===== src/rtl/conv_window_gen.sv =====
// 3x3 sliding-window generator over a raster pixel stream using two line buffers.
// Latency: window registered 1 cycle after the pixel that completes it is accepted.
// Backpressure: none; every pixel_valid_in pixel is consumed (or dropped in ERR/clear).
module conv_window_gen #(
    parameter int DATA_WIDTH = 8,
    parameter int MAC_IN_NUM = 9,
    parameter int MAX_WIDTH  = 256,
    parameter int DIM_WIDTH  = 9
) (
    input  logic                             clk,
    input  logic                             rstn,
    input  logic [DATA_WIDTH-1:0]            pixel_in,
    input  logic                             pixel_valid_in,
    input  logic [DIM_WIDTH-1:0]             img_width_in,
    input  logic [DIM_WIDTH-1:0]             img_height_in,
    input  logic                             clear_in,
    output logic [MAC_IN_NUM*DATA_WIDTH-1:0] MAC_data_out,
    output logic                             MAC_data_valid_out,
    output logic                             frame_done_out,
    output logic                             busy_out,
    output logic                             cfg_err_out
);

    localparam int AW = (MAX_WIDTH > 1) ? $clog2(MAX_WIDTH) : 1;
    localparam logic [DIM_WIDTH-1:0] DIM_ONE   = DIM_WIDTH'(1);
    localparam logic [DIM_WIDTH-1:0] DIM_TWO   = DIM_WIDTH'(2);
    localparam logic [DIM_WIDTH-1:0] DIM_THREE = DIM_WIDTH'(3);

    typedef enum logic [1:0] {
        IDLE = 2'd0,
        RUN  = 2'd1,
        ERR  = 2'd2
    } state_t;

    state_t                          state_q;
    logic [DIM_WIDTH-1:0]            w_q;
    logic [DIM_WIDTH-1:0]            h_q;
    logic [DIM_WIDTH-1:0]            row_q;
    logic [DIM_WIDTH-1:0]            col_q;
    logic                            vld_q;
    logic                            done_q;
    logic                            busy_q;
    logic                            err_q;
    logic [MAC_IN_NUM*DATA_WIDTH-1:0] mac_q;

    // lb1 holds the previous row, lb2 the row before that, indexed by column.
    logic [DATA_WIDTH-1:0]           lb1_q [MAX_WIDTH];
    logic [DATA_WIDTH-1:0]           lb2_q [MAX_WIDTH];
    // Two most recent window columns; element 0 is the top (oldest) row.
    logic [2:0][DATA_WIDTH-1:0]      col1_q;
    logic [2:0][DATA_WIDTH-1:0]      col2_q;

    logic [2:0][DATA_WIDTH-1:0]      new_col_d;
    logic [MAC_IN_NUM*DATA_WIDTH-1:0] window_d;
    logic [AW-1:0]                   addr;
    logic                            cfg_ok;
    logic                            accept;
    logic                            emit;
    logic                            last_col;
    logic                            last_row;

    assign addr     = col_q[AW-1:0];
    assign cfg_ok   = (img_width_in >= DIM_THREE)
                   && (32'(img_width_in) <= 32'(MAX_WIDTH))
                   && (img_height_in >= DIM_THREE);
    // A pixel enters the datapath only when it becomes part of a live frame.
    assign accept   = rstn && pixel_valid_in && !clear_in
                   && ((state_q == RUN) || ((state_q == IDLE) && cfg_ok));
    assign last_col = (col_q == (w_q - DIM_ONE));
    assign last_row = (row_q == (h_q - DIM_ONE));
    // Windows only form once two full rows and two columns of the current row exist,
    // so stale line-buffer contents from older frames are never selected.
    assign emit     = accept && (state_q == RUN) && (row_q >= DIM_TWO) && (col_q >= DIM_TWO);

    // Assemble the incoming column and the candidate 3x3 window.
    always_comb begin
        new_col_d    = '0;
        window_d     = '0;
        new_col_d[0] = lb2_q[addr];
        new_col_d[1] = lb1_q[addr];
        new_col_d[2] = pixel_in;
        for (int r = 0; r < 3; r++) begin
            window_d[(r*3+0)*DATA_WIDTH +: DATA_WIDTH] = col2_q[r];
            window_d[(r*3+1)*DATA_WIDTH +: DATA_WIDTH] = col1_q[r];
            window_d[(r*3+2)*DATA_WIDTH +: DATA_WIDTH] = new_col_d[r];
        end
    end

    // Line buffers and column shift registers advance only on accepted pixels.
    always_ff @(posedge clk) begin
        if (accept) begin
            lb2_q[addr] <= lb1_q[addr];
            lb1_q[addr] <= pixel_in;
            col2_q      <= col1_q;
            col1_q      <= new_col_d;
        end
    end

    // Frame-control FSM with raster counters and registered outputs.
    always_ff @(posedge clk) begin
        if (!rstn) begin
            state_q <= IDLE;
            w_q     <= '0;
            h_q     <= '0;
            row_q   <= '0;
            col_q   <= '0;
            vld_q   <= 1'b0;
            done_q  <= 1'b0;
            busy_q  <= 1'b0;
            err_q   <= 1'b0;
            mac_q   <= '0;
        end else if (clear_in) begin
            state_q <= IDLE;
            row_q   <= '0;
            col_q   <= '0;
            vld_q   <= 1'b0;
            done_q  <= 1'b0;
            busy_q  <= 1'b0;
            err_q   <= 1'b0;
        end else begin
            vld_q  <= 1'b0;
            done_q <= 1'b0;
            if (emit) begin
                vld_q <= 1'b1;
                mac_q <= window_d;
            end
            case (state_q)
                IDLE: begin
                    if (pixel_valid_in) begin
                        w_q <= img_width_in;
                        h_q <= img_height_in;
                        if (cfg_ok) begin
                            state_q <= RUN;
                            busy_q  <= 1'b1;
                            row_q   <= '0;
                            col_q   <= DIM_ONE;
                        end else begin
                            state_q <= ERR;
                            err_q   <= 1'b1;
                        end
                    end
                end
                RUN: begin
                    if (pixel_valid_in) begin
                        if (last_col) begin
                            col_q <= '0;
                            if (last_row) begin
                                row_q   <= '0;
                                state_q <= IDLE;
                                busy_q  <= 1'b0;
                                done_q  <= 1'b1;
                            end else begin
                                row_q <= row_q + DIM_ONE;
                            end
                        end else begin
                            col_q <= col_q + DIM_ONE;
                        end
                    end
                end
                ERR: begin
                    state_q <= ERR;
                    err_q   <= 1'b1;
                end
                default: begin
                    state_q <= IDLE;
                    busy_q  <= 1'b0;
                    err_q   <= 1'b0;
                end
            endcase
        end
    end

    assign MAC_data_out       = mac_q;
    assign MAC_data_valid_out = vld_q;
    assign frame_done_out     = done_q;
    assign busy_out           = busy_q;
    assign cfg_err_out        = err_q;

endmodule


===== config.mk =====
export PLATFORM = sky130hd
export DESIGN_NAME = conv_window_gen
export DESIGN_NICKNAME = d
export VERILOG_FILES = /design/src/rtl/conv_window_gen.sv
export SDC_FILE = /design/constraint.sdc
export NUM_CORES = 2
export LEC_CHECK = 0
export ABC_AREA = 0
export BUFFER_PORTS_ARGS = -buffer_cell sky130_fd_sc_hd__buf_4
export CORE_MARGIN = 4
export CORE_UTILIZATION = 54
export CTS_CLUSTER_DIAMETER = 120
export DETAILED_ROUTE_END_ITERATION = 12
export GPL_ROUTABILITY_DRIVEN = 0
export PLACE_DENSITY_LB_ADDON = 0.1
export RECOVER_POWER = 100
export SETUP_SLACK_MARGIN = 0.4
export SLEW_MARGIN = 20
export SYNTH_ARGS = -nofsm -noshare
export SYNTH_HDL_FRONTEND = slang
export SYNTH_SLANG_ARGS = --single-unit

===== constraint.sdc =====
create_clock -name clk -period 13.35 [get_ports clk]
set_clock_uncertainty 0.05 [all_clocks]
set_input_delay 0 -clock clk [delete_from_list [all_inputs] [get_ports clk]]
set_output_delay 0 -clock clk [all_outputs]
set_load 0.05 [all_outputs]

-- Word level (Yosys, flattened, before mapping)
Memories as Yosys holds them, arrays and structs flattened. A register that Yosys moved wholly into a read port is not among the register bits.
Cells that the tools add are included.
- register bits: 162
- memory bits (writable): 4096
- bits of input ports: 30
- output and inout port bits: 76
- memories kept: 2
- memory list (memory ; words ; width ; rd ports ; clocked after memory_dff ; wr ports ; line ; source):
    lb1_q ; 256 ; 8 ; 1 ; 1 ; 1 ; 47 ; logic [DATA_WIDTH-1:0] lb1_q [MAX_WIDTH];
    lb2_q ; 256 ; 8 ; 1 ; 1 ; 1 ; 48 ; logic [DATA_WIDTH-1:0] lb2_q [MAX_WIDTH];
- add/sub/neg operators: 4
- $lt $le $gt $ge: 5
- equality and inequality tests: 10
- muxes and demuxes: 34
- bitwise logic cells: 6
- reductions and logical operators: 22
- operators by type and width (operator ; count):
    two-way mux 9 bit ; 9
    >= comparator 9 x 2 -> 1 bit (second input constant) ; 4
    one-hot mux 9 bit (2 select lines) ; 2
    two-way mux 8 bit ; 4
    adder 9 x 1 -> 9 bit (second input constant) ; 2
    == test 9 bit ; 2
    subtractor 9 x 1 -> 9 bit (second input constant) ; 2
    inequality test 2 bit (second input constant) ; 6
    two-way mux 1 bit ; 11
    two-way mux 2 bit ; 5
    <= comparator 9 bit (second input constant) ; 1
    logical AND 1 bit ; 9
    AND reduction 4 bit ; 2
    inverter 1 bit ; 6
    one-hot mux 1 bit (3 select lines) ; 2
    one-hot mux 2 bit (3 select lines) ; 1
    AND reduction 3 bit ; 2
    AND reduction 6 bit ; 1
    AND reduction 5 bit ; 1
    OR reduction 5 bit ; 1
    == test 2 x 1 -> 1 bit (second input constant) ; 1
    == test 2 bit (second input constant) ; 1
    logical NOT 2 bit ; 1
    AND reduction 2 bit ; 1
    4 further kinds ; 4

-- Longest topological paths before layout
- word-level depth: 10
- depth in mapped cells: 14
- mapped depth without buffers: 9

-- Least setup slack after synthesis
OpenSTA, ideal clock, no wires.
- kind: reg-to-reg
- from: register (tool-made name)
- to: register col1_q[8] in the netlist's numbering, data pin
- setup time: 1743 ps
- arrival time: 9628 ps
- required time: 11557 ps
- setup slack: 1928 ps
- stages on the path, launching flop included: 13
- buffers on the path: 6
- clock period less this slack: 11422 ps
- path through: dfxtp_1 > buf_4 > buf_6 > buf_6 > buf_4 > nand2_1 > clkbuf_1 > buf_2 > o22ai_1 > nor3_1 > nor3_1 > o221ai_1 > a31oi_1
- RTL lines (element ; line ; source):
    end signal: assignment ; 95 ; col1_q <= new_col_d;
    end: declaration ; 50 ; logic [2:0][DATA_WIDTH-1:0] col1_q;

==> results.sh <==
export IMPL_clk_latency_ns=0.98
export IMPL_mappedNetlistArea_um2=164000
export IMPL_end_kind="flip-flop"
export IMPL_worst_slew_pin_slew_ns=6.67
export IMPL_setup_ws_ns=3.58
export IMPL_ys_types=85
export IMPL_setup_violations_final=0
export IMPL_area_delta_synth_final_pct=12.6
export IMPL_finalNonFillerCells=12800
export IMPL_arrival_ns=10.33
export IMPL_grt_overflow=0
export IMPL_initial_core_util=0.542
export IMPL_drt_total_wl_mm=465
export IMPL_hold_end="state_q[0]$_SDFFE_PP0P_"
export IMPL_slew_violations=3795
export IMPL_dr_pass1_iters=6
export IMPL_path_class="flip-flop to flip-flop"
export IMPL_dieArea_um2=313000
export IMPL_synth_cells=7833
export IMPL_cts_made_buffers=433
export IMPL_wl_per_cell_um=36.4
export IMPL_status="finished, violations left"
export IMPL_fmax_mhz=102
export IMPL_synth_seq_cells=4266
export IMPL_track_usage=0.295
export IMPL_relSlewSlack=-3.45
export IMPL_hp_start="img_height_in[1]"
export IMPL_fin_crit_sh=0.731
export IMPL_synth_flop_cell="edfxtp_1"
export IMPL_critPathRequiredTime_ns=13.91
export IMPL_cts_num_sinks=4266
export IMPL_ff2ff_path_depth=11
export IMPL_final_core_util=0.611
export IMPL_p_leak_nw=55.8
export IMPL_worst_hold_slack_ns=0.247
export IMPL_grt_pass1_vias=83700
export IMPL_cts_htree_levels=5
export IMPL_grt_max_degree=179
export IMPL_io_pins=106
export IMPL_post_route_drc_count=0
export IMPL_cts_tree="done"
export IMPL_rsz0062_at_grt="false"
export IMPL_core_area_um2=303000
export IMPL_die_h_um=560
export IMPL_tns_ns=0
export IMPL_synth_top_area_cell="edfxtp_1"
export IMPL_vdd_drop_max_mv=0.129
export IMPL_hold_viol=0
export IMPL_clockBufferDepth=4
export IMPL_drv_cap=127
export IMPL_place_inst=11900
export IMPL_violations="capacitance limit, slew limit"
export IMPL_routed_via_density=6.63
export IMPL_netlist_top_cells_count="edfxtp_1, mux4_2, nor2_1"
export IMPL_synth_edf_count=4144
export IMPL_vias=84700
export IMPL_dp_hpwl_mm=275
export IMPL_yosys_warnings=0
export IMPL_antenna_found_initial=24
export IMPL_worstPathMaxFanout=112
export IMPL_yosysSeqAreaShare=0.772
export IMPL_die_w_um=560
export IMPL_drive_gt1_frac=0.217
export IMPL_startpoint_type="flip-flop"
export IMPL_drtAntennaViolNets=0
export IMPL_synth_avg_cell_area_um2=21.0
export IMPL_rows=202
export IMPL_period_needed_ns=9.77
export IMPL_yosysMostFrequentCell="edfxtp_1"
export IMPL_clockRootBuffer="clkbuf_16"
export IMPL_layout_nets=8478
export IMPL_clk_pin_slew_ns=0.06
export IMPL_cts_setup_buffers=0
export IMPL_holdPathStages=7
export IMPL_reg2reg_slack_ns=3.58
export IMPL_synth_async_reset_ratio=0
export IMPL_numPortBuffers=105
export IMPL_dp_worst_setup_slack_ns=6.05
export IMPL_syn_num_nets=7871
export IMPL_hold_path_class="primary input to flip-flop"
export IMPL_netlist_area_leader_share=0.757
export IMPL_power_density_nw_per_um2=147
export IMPL_drtIter0Drc=12100
export IMPL_regToRegEndpoint="lb2_q[17][2]$_DFFE_PP_"
export IMPL_grt_pass1_wl_mm=653
export IMPL_post_cts_resized=0
export IMPL_synth_area_top_cells="edfxtp_1, mux4_2, mux2i_1"
## flip-flops by register name, summed over array words and instances (netlist names), named ones only
| name | flops |
|---|---|
| col1_q | 24 |
| lb1_q | 2048 |
| row_q | 9 |
| MAC_data_valid_out | 1 |
| state_q | 2 |
| col2_q | 24 |
| cfg_err_out | 1 |
| w_q | 9 |
| MAC_data_out | 72 |
| lb2_q | 2048 |
| busy_out | 1 |
| h_q | 9 |
| frame_done_out | 1 |
| col_q | 9 |
## repair_timing
item / in CTS / in global routing
setup endpoints to repair: 0 / 0
hold buffers: 88 / 0
hold endpoints to repair: 912 / 0
## how the worst max path moves through the flow
stage                                          to  slack (ns)       from
after floorplan               col1_q[8]$_DFFE_PP_        1.93  flip-flop
after global placement    lb2_q[102][7]$_DFFE_PP_        6.20  flip-flop
after detailed placement  lb2_q[102][7]$_DFFE_PP_        6.05  flip-flop
after CTS                 lb2_q[115][7]$_DFFE_PP_        6.04  flip-flop
after global routing       lb2_q[17][2]$_DFFE_PP_        2.92  flip-flop
final                      lb2_q[17][2]$_DFFE_PP_        3.58  flip-flop
## cell usage in the layout, fill, tap and decap left out, drive strengths merged, types with 47 or more instances in the layout
master / instances
nand3: 62
mux2i: 290
mux4: 934
clkbuf: 888
a22oi: 154
dlygate4sd3: 88
a21boi: 75
mux2: 62
clkinv: 189
nor3: 47
o21ai: 55
a21oi: 125
o22ai: 95
nor2b: 47
buf: 176
edfxtp: 4144
nor2: 356
dfxtp: 122
nand2: 331
## critical path, cell delays in order (launching register included)
cell and delay (ns):
dfxtp_1 2.08, clkbuf_1 1.75, buf_12 0.46, buf_4 0.65
mux4_2 0.35, mux2i_1 0.10, a221o_1 0.43, o2111ai_1 0.23
o32ai_1 0.32, nor2_4 0.85, clkbuf_1 0.93, buf_6 0.67
## metrics by stage
| stage | instance area, µm² | total power [mW] |
|---|---|---|
| floorplan | 164000 | 15.2 |
| global placement | 172000 | 15.4 |
| detailed placement | 172000 | 15.4 |
| CTS | 187000 | 27.3 |
| global route | 185000 | 28.0 |
| finish | 185000 | 27.2 |
## layer usage
metal  track usage  up-vias  share of wire
met2         0.450     4661           0.47
met5             0        -       0.000047
met3        0.0662      851           0.11
met1         0.428    45400           0.39
met4        0.0959        4          0.039
li1              -    33800              -
## cells by family after synthesis
kind of cell               after synthesis  share of synthesized area
DFF                                   4266                      0.772
muxes                                 1286                      0.150
and+or+nand+nor                       1015                     0.0279
AOI/OAI and AO/OA                      751                     0.0320
buffers and inverters                  472                     0.0158
xor gates and xnor gates                35                    0.00186
adders and majority gates                8                   0.000609
## report_power, final
part	switching [mW]	leakage [nW]	internal (mW)	total, mW
Clock	5.07	6.84	6.90	12.0
Sequential	0.00936	38.2	14.7	14.7
Combinational	0.354	10.8	0.165	0.519
Total	5.44	55.8	21.7	27.2
## cell type report
class                           count  area [µm²]
Timing Repair Buffer              625        3840
Clock buffer                      527       11400
Clock inverter                    264        2650
Multi-Input combinational cell   3095       35200
Tap cell                         3978        4980
Fill cell                       21300      118000
Sequential cell                  4266      127000
Antenna cell                       10        25.0
Inverter                           19        80.1
(Power assumes the default switching activity.)
